===== src/rtl/ffsr_spike_encoder_if.sv =====
// Target handshake bundle for the FFSR spike encoder: the producer drives target/valid,
// and the encoder answers with ready.
interface ffsr_spike_encoder_if #(
  parameter int W = 3
);
  logic [W-1:0] target;
  logic         target_valid;
  logic         target_ready;

  modport master (output target, output target_valid, input target_ready);
  modport slave  (input target, input target_valid, output target_ready);
endinterface


===== src/rtl/ffsr_spike_encoder.sv =====
// FFSR spike encoder: turns a requested count into active-low inc/dec spikes for the downstream counter.
// Optional FFSR_SPIKE_ENC_RETARGET_EN lets a new target be accepted during the inter-spike gap.
module ffsr_spike_encoder #(
  parameter int W   = 3,
  parameter int GAP = 1
) (
  input  logic                 clk,
  input  logic                 rst,
  ffsr_spike_encoder_if.slave  tgt_if,
  output logic                 inc,
  output logic                 dec,
  output logic [W-1:0]         level,
  output logic                 busy,
  output logic                 done
);

  typedef enum logic [1:0] {IDLE, LOW, HIGH} state_t;

  localparam logic [3:0] GAP_LD = 4'(GAP);

  state_t       state, state_d;
  logic [W-1:0] tgt_q, tgt_d, tgt_eff, level_d;
  logic         dir_q, dir_d;
  logic [3:0]   gap_q, gap_d;
  logic         accept, inc_d, dec_d, done_d;

  function automatic logic [W-1:0] step_sat(input logic [W-1:0] v, input logic up);
    if (up) return (v == {W{1'b1}}) ? v : v + W'(1);
    else    return (v == '0) ? v : v - W'(1);
  endfunction

`ifdef FFSR_SPIKE_ENC_RETARGET_EN
  assign tgt_if.target_ready = (state == IDLE) || (state == HIGH);
`else
  assign tgt_if.target_ready = (state == IDLE);
`endif

  assign accept  = tgt_if.target_valid & tgt_if.target_ready;
  // A target accepted on this edge must steer the decision made on the same edge.
  assign tgt_eff = accept ? tgt_if.target : tgt_q;
  assign busy    = (state != IDLE);

  always_ff @(posedge clk or negedge rst) begin
    if (!rst) state <= IDLE;
    else      state <= state_d;
  end

  always_comb begin
    state_d = state;
    case (state)
      IDLE:    if (accept && (tgt_if.target != level)) state_d = LOW;
      LOW:     state_d = HIGH;
      HIGH:    if (gap_q == 4'd1) state_d = (tgt_eff != level) ? LOW : IDLE;
      default: state_d = IDLE;
    endcase
  end

  always_comb begin
    tgt_d   = tgt_eff;
    dir_d   = dir_q;
    gap_d   = gap_q;
    level_d = level;
    done_d  = 1'b0;
    case (state)
      IDLE: begin
        dir_d  = (tgt_eff > level);
        done_d = accept && (tgt_if.target == level);
      end
      LOW: begin
        level_d = step_sat(level, dir_q);
        gap_d   = GAP_LD;
      end
      HIGH: begin
        dir_d = (tgt_eff > level);
        if (gap_q == 4'd1) done_d = (tgt_eff == level);
        else               gap_d  = gap_q - 4'd1;
      end
      default: ;
    endcase
    // Lines are registered from the next state so each spike is a clean flop output.
    inc_d = !((state_d == LOW) && dir_d);
    dec_d = !((state_d == LOW) && !dir_d);
  end

  always_ff @(posedge clk or negedge rst) begin
    if (!rst) begin
      inc   <= 1'b1;
      dec   <= 1'b1;
      done  <= 1'b0;
      level <= '0;
      tgt_q <= '0;
      dir_q <= 1'b0;
      gap_q <= GAP_LD;
    end else begin
      inc   <= inc_d;
      dec   <= dec_d;
      done  <= done_d;
      level <= level_d;
      tgt_q <= tgt_d;
      dir_q <= dir_d;
      gap_q <= gap_d;
    end
  end

endmodule

===== src/flat_wrapper.sv =====
// flat-port wrapper written by rule: the top's interface ports become plain ports
module ffsr_spike_encoder_flat 
#(
  parameter int W   = 3,
  parameter int GAP = 1
)
  (clk, rst, inc, dec, level, busy, done, tgt_if_target, tgt_if_target_valid, tgt_if_target_ready);
  ffsr_spike_encoder_if #(.W(W)) tgt_if_i ();
  input  logic clk;
  input  logic rst;
  output logic inc;
  output logic dec;
  output logic [W-1:0] level;
  output logic busy;
  output logic done;
  input wire logic [$bits(tgt_if_i.target)-1:0] tgt_if_target;
  input wire logic [$bits(tgt_if_i.target_valid)-1:0] tgt_if_target_valid;
  output wire logic [$bits(tgt_if_i.target_ready)-1:0] tgt_if_target_ready;
  assign tgt_if_i.target = tgt_if_target;
  assign tgt_if_i.target_valid = tgt_if_target_valid;
  assign tgt_if_target_ready = tgt_if_i.target_ready;
  ffsr_spike_encoder #(.W(W), .GAP(GAP)) u_core (.clk(clk), .rst(rst), .tgt_if(tgt_if_i), .inc(inc), .dec(dec), .level(level), .busy(busy), .done(done));
endmodule

===== config.mk =====
export PLATFORM = sky130hd
export DESIGN_NAME = ffsr_spike_encoder_flat
export DESIGN_NICKNAME = d
export VERILOG_FILES = /design/src/rtl/ffsr_spike_encoder_if.sv /design/src/rtl/ffsr_spike_encoder.sv /design/src/flat_wrapper.sv
export SDC_FILE = /design/constraint.sdc
export NUM_CORES = 1
export LEC_CHECK = 0
export CAP_MARGIN = 15
export CORE_UTILIZATION = 51
export DETAILED_ROUTE_END_ITERATION = 16
export GPL_TIMING_DRIVEN = 0
export PLACE_DENSITY = 0.86
export SETUP_SLACK_MARGIN = 0.1
export SLEW_MARGIN = 25
export SYNTH_ARGS = -nofsm -noshare
export SYNTH_HDL_FRONTEND = slang
export SYNTH_SLANG_ARGS = --single-unit

===== constraint.sdc =====
create_clock -name clk -period 2.5 [get_ports clk]
set_input_delay 0.5 -clock clk [delete_from_list [all_inputs] [get_ports clk]]
set_output_delay 0.5 -clock clk [all_outputs]
set_load 0.02 [all_outputs]

==> results of run 1 <==
-- metal layers --
| metal | part of all wire [%] | wire [µm] | up-vias |
|---|---|---|---|
| li1 | - | - | 338 |
| met1 | 46 | 739 | 332 |
| met2 | 49 | 797 | 16 |
| met3 | 3.5 | 57 | 2 |
| met4 | 1.1 | 17 | 0 |
| met5 | 0 | 0 | - |
-- kinds of logic after synthesis --
group,Yosys count
adder cells (fa/ha/maj),6
multiplexers,4
AND/OR/NAND/NOR,29
flip-flops,16
XOR/XNOR,5
AO/OA/AOI/OAI,18
buffers and inverters,9
-- final timing paths --
kind | end | depth (start not counted)
setup / recovery | u_core.inc | 7
hold / removal | u_core.tgt_q[1] | 1
setup reg to reg | u_core.inc | 7
hold reg to reg | u_core.tgt_q[1] | 1
max in group asynchronous | u_core.tgt_q[1] | 1
min in group asynchronous | u_core.gap_q[3] | 1
-- worst max-delay path, delay by kind of cell --
family	cells	cell delay [ns]
multiplexers	1	0.38
AO/OA/AOI/OAI	2	0.50
adder cells (fa/ha/maj)	1	0.29
AND/OR/NAND/NOR	2	0.38
buffers and inverters	1	0.41
-- stage by stage --
| step | power (W) | instances | hold slack (ns) | instance area (µm²) | TNS, ns |
|---|---|---|---|---|---|
| 2_1_floorplan | 0.000932 | 87 | 0.204 | 888 | 0 |
| 3_3_place_gp | 0.00114 | 116 | 0.480 | 1040 | -0.0183 |
| 3_5_place_dp | 0.00118 | 116 | 0.502 | 1040 | -0.0943 |
| 4_1_cts | 0.00132 | 120 | 0.521 | 1060 | 0 |
| 5_1_grt | 0.00143 | 120 | 0.537 | 1060 | 0 |
| 6_report | 0.00131 | 120 | 0.514 | 1060 | 0 |
-- power by group --
group / total (W) / switching (W) / leakage, nW / internal, W
Combinational: 0.000735 / 0.000397 / 0.267 / 0.000338
Sequential: 0.000437 / 0.0000815 / 0.197 / 0.000356
Clock: 0.000137 / 0.0000752 / 0.0150 / 0.0000617
-- sequential cells by signal, indices dropped and copies added, names as in the netlist --
signal and cells:
u_core.tgt_q 3, u_core.level 3, u_core.dir_q 1, u_core.dec 1, u_core.inc 1, u_core.state 2
u_core.done 1, u_core.gap_q 4
-- final cells by class --
type,count,area (µm²),area share (%)
plain buffers,1,5.00,0.470
flip-flops and latches,16,404,38.0
inverters,8,30.0,2.82
multi-input cells,62,449,42.2
well taps,16,20.0,1.88
repair buffers,13,130,12.2
clock buffers,4,26.3,2.47
-- layout by cell type, fill, tap and decap left out, drive strengths merged, types with 4 or more instances in the layout --
cell	count
clkdlybuf4s50	13
dfrtp	13
inv	8
nand2	7
xor2	5
nand3	5
ha	5
nor3	4
a21oi	4
o21ai	4
clkbuf	4
-- timing repair --
action | 4_1_cts | 5_1_grt
gates resized for setup | 0 | 1
endpoints found under the setup margin | 0 | 1
hold buffers | 0 | 0
==> impl_metrics.ini, run 1 <==
[cts]
post_cts_buffers = 0
h-tree-depth = 1
clockBufferDepth = 2
cts_tree = yes
clkTransAtPathRegs_ns = 0.08
cts_buffers = 3
root_buffer = clkbuf_4
clock_sinks = 16
clkLatencyLatePin_ns = 0.28

[logic_synthesis]
synthAdderAreaFrac_pct = 9.30
synth_top_area_share_pct = 36.6
async_flop_share_pct = 100
synth_cell_types = 33
synth_cells = 87
synth-compound-area-share_pct = 13.8
synthFlopType = dfrtp_1
avgSynthCellArea_um2 = 10.2
synth_simple_gate_area_share_pct = 17.6
synth_top_cell_by_area = dfrtp_1
synth_nets = 99
ys_warn_count = 0
syn_area_um2 = 888
synthMuxAreaShare_pct = 4.93
synth_area_leaders = dfrtp_1, dfstp_2, ha_1, xor2_1, mux2_2
synth_seq_cells = 16
yosys-top-cells-count = dfrtp_1, inv_1, nand2_1
synth_most_common_cell = dfrtp_1
yosysSeqAreaShare_pct = 45.5
synth_edf_count = 0
synthXorXnorAreaFrac_pct = 4.93
synth_top_family_by_area = simple AND/OR/NAND/NOR gates

[die]
fp.dieW_um = 43.7
initial_core_util_pct = 57.0
ios = 14
core_um2 = 1560
rows = 14
die_h_um = 43.7
die_area_um2 = 1910

[global_route]
grt_overflow_total = 0
use_met1_pct = 25.7
grt_start_max_net_pins = 17
grt_pass1_wl_mm = 2.75
antenna_found_initial = 0
grt_busiest_layer = met2
grt_usage_pct = 19.8
use_met3_pct = 3.75
grt_pass1_vias = 663
use_met2_pct = 32.8

[finish]
fin_util_pct = 68.3
nFillCells = 128
final_layout_size_suffix_gt1_share_pct = 14.4
n_antenna_cell = 0
area_growth_pct = 19.9
nNetsFinal = 117

[sta]
setup_slack_ns = 0.251
fmax_mhz = 445
relSlewSlack_pct = 52.7
skew_ns = 0.0148
period_share_pct = 90.0
worstMarginPinSlew_ns = 0.707
hold_viol = 0
period_needed_ns = 2.25
setup_viol = 0
final_max_slew_viol_count = 0
rsz0062_at_grt = no

[min_path]
worstHoldStart = u_core.tgt_q[1]
min-delay-path-class = reg2reg

[detailed_routing]
vias = 688
drc = 1
wl_mm = 1.61
drtIter0Drc = 7
dr.pass1.iters = 10
ant_nets = 0
vias_per_cell = 5.73
wl_per_cell_um = 13.4

[placed_design]
gp_congestion = 0.809
hpwl_mm = 1.25
preCtsSetupSlack_ns = -0.0451
io_buffers = 13

[pwr]
p_leak_nw = 0.478
power-per-cell-area_nw_per_um2 = 1230
irDropWorstVdd_mv = 0.626

[critical_path]
start_kind = input port
timing.rr.start = u_core.state[0]
crit_slowest_cell = clkdlybuf4s50_1
path_cells = clkdlybuf4s50_1, nand2_1, mux2_2, ha_1, and3_1, o22ai_1, a21bo_2
cp.required_ns = 2.70
critPathArrivalTime_ns = 2.45
end_kind = flop
critPathMaxStageDelay_ns = 0.41
crit_type = in2reg
crit_start = tgt_if_target_valid
worstPathMaxFanout = 4
ff2ff_setup_slack_ns = 0.29

[outcome]
status = finished with violations
violations = DRC

[run]
max_cap_viol_count = 0
Power figures use the tool's default switching activity.
==> run 2: changes to the inputs <==
==> constraint.sdc (replaced) <==
create_clock -name clk -period 2.5 [get_ports clk]
set_input_delay 0.625 -clock clk [delete_from_list [all_inputs] [get_ports clk]]
set_output_delay 0.625 -clock clk [all_outputs]
set_load 0.02 [all_outputs]
==> impl_metrics.ini, run 2 (synthesis gave the netlist of run 1 again) <==
[placed_design]
io_buffers = 13
placed_area_um2 = 1040
gp_congestion = 0.809
hpwl_mm = 1.25

[global_route]
antenna_found_initial = 0
grt_usage_pct = 19.8
grt_pass1_wl_mm = 2.75
grt_overflow_total = 0
grt_pass1_vias = 663
grt_start_max_net_pins = 17

[cts]
clkTransAtPathRegs_ns = 0.08
cts_hold_buf = 0
clkLatencyLatePin_ns = 0.28
h-tree-depth = 1
clock_sinks = 16
cts_resized = 0
clockBufferDepth = 2
root_buffer = clkbuf_4
cts_buffers = 3
post_cts_buffers = 0
cts_tree = yes

[critical_path]
crit_type = in2reg
crit_start = tgt_if_target_valid
reg2reg_depth = 7
reg2reg_to = u_core.inc
cp-endpoint = u_core.inc
ff2ff_setup_slack_ns = 0.34
end_kind = flop
cp.required_ns = 2.70
critPathArrivalTime_ns = 2.51
worstPathMaxFanout = 4
timing.rr.start = u_core.state[0]
start_kind = input port

[detailed_routing]
vias_per_cell = 5.73
drc = 1
wl_mm = 1.63
vias = 688
dr.pass1.iters = 10
ant_nets = 0
drtIter0Drc = 7
wl_per_cell_um = 13.6

[finish]
largest_register_ffs = 4
final_cell_mix = clkdlybuf4s50_1, dfrtp_1, inv_1
final_layout_size_suffix_gt1_share_pct = 16.3
nNetsFinal = 117
fin_area_um2 = 1070
top_register = u_core.gap_q
top_regs = u_core.gap_q (4), u_core.level (3), u_core.tgt_q (3)
n_antenna_cell = 0
area_growth_pct = 20.8

[run]
max_cap_viol_count = 0

[sta]
fmax_mhz = 433
hold_viol = 0
worstMarginPinSlew_ns = 0.702
setup_viol = 0
final_max_slew_viol_count = 0
relSlewSlack_pct = 53.1
period_needed_ns = 2.31
rsz0062_at_grt = no
skew_ns = 0.0156
period_share_pct = 92.4

[min_path]
min-delay-path-class = reg2reg

[pwr]
power-per-cell-area_nw_per_um2 = 1240
total_power_w = 0.00133
irDropWorstVdd_mv = 0.629
p_leak_nw = 0.481

[die]
fp.dieW_um = 43.7
rows = 14
ios = 14
core_um2 = 1560
die_area_um2 = 1910
die_h_um = 43.7
initial_core_util_pct = 57.0

[outcome]
violations = DRC
status = finished with violations
==> run 2: cell types whose count changed in the layout (fill, tap and decap cells not counted) <==
cell | previous run | this run
nand2_2 | 0 | 1
o22ai_2 | 0 | 1
o22ai_1 | 1 | 0
nand2_1 | 7 | 6
==> run 2: how the worst min path moves through the flow <==
stage,to,depth (start not counted),from
after floorplan,u_core.dir_q,0,rst
after global placement,u_core.tgt_q[0],1,u_core.tgt_q[0]
after detailed placement,u_core.tgt_q[1],1,u_core.tgt_q[1]
after CTS,u_core.tgt_q[1],1,u_core.tgt_q[1]
after global routing,u_core.tgt_q[1],1,u_core.tgt_q[1]
final,u_core.tgt_q[1],1,u_core.tgt_q[1]
==> run 2: area by class of cell <==
cell class	count	area, µm²
plain buffers	1	5.00
clock buffers	4	26.3
fillers	131	485
inverters	8	30.0
multi-input cells	62	458
flip-flops and latches	16	404
well taps	16	20.0
repair buffers	13	130
==> run 2: worst max-delay path, cell delays in order <==
cell             delay (ns)
clkdlybuf4s50_1        0.43
nand2_2                0.12
mux2_2                 0.37
ha_1                   0.29
and3_1                 0.23
o22ai_2                0.20
a21bo_2                0.25
==> run 2: layer usage <==
| metal | routed length, µm | vias up | GRT usage [%] |
|---|---|---|---|
| li1 | - | 338 | - |
| met1 | 765 | 330 | 25.7 |
| met2 | 792 | 18 | 32.8 |
| met3 | 59 | 2 | 3.75 |
| met4 | 17 | 0 | 7.50 |
| met5 | 0 | - | 0 |
==> run 2: stage by stage <==
step | utilization [%] | setup TNS, ns | hold WS [ns] | cells | worst slack [ns]
after floorplan | - | 0 | 0.329 | 87 | 0.217
after global routing | 68.9 | 0 | 0.537 | 120 | 0.106
after global placement | 66.6 | -0.391 | 0.480 | 116 | -0.143
after detailed placement | 66.6 | -0.469 | 0.502 | 116 | -0.170
final | 68.9 | 0 | 0.514 | 120 | 0.191
after CTS | 68.3 | 0 | 0.521 | 120 | 0.114
==> run 2: power breakdown <==
| part | internal, W | switching (W) |
|---|---|---|
| clock network | 0.0000617 | 0.0000755 |
| logic | 0.000345 | 0.000407 |
| registers | 0.000356 | 0.0000827 |
| total | 0.000763 | 0.000565 |
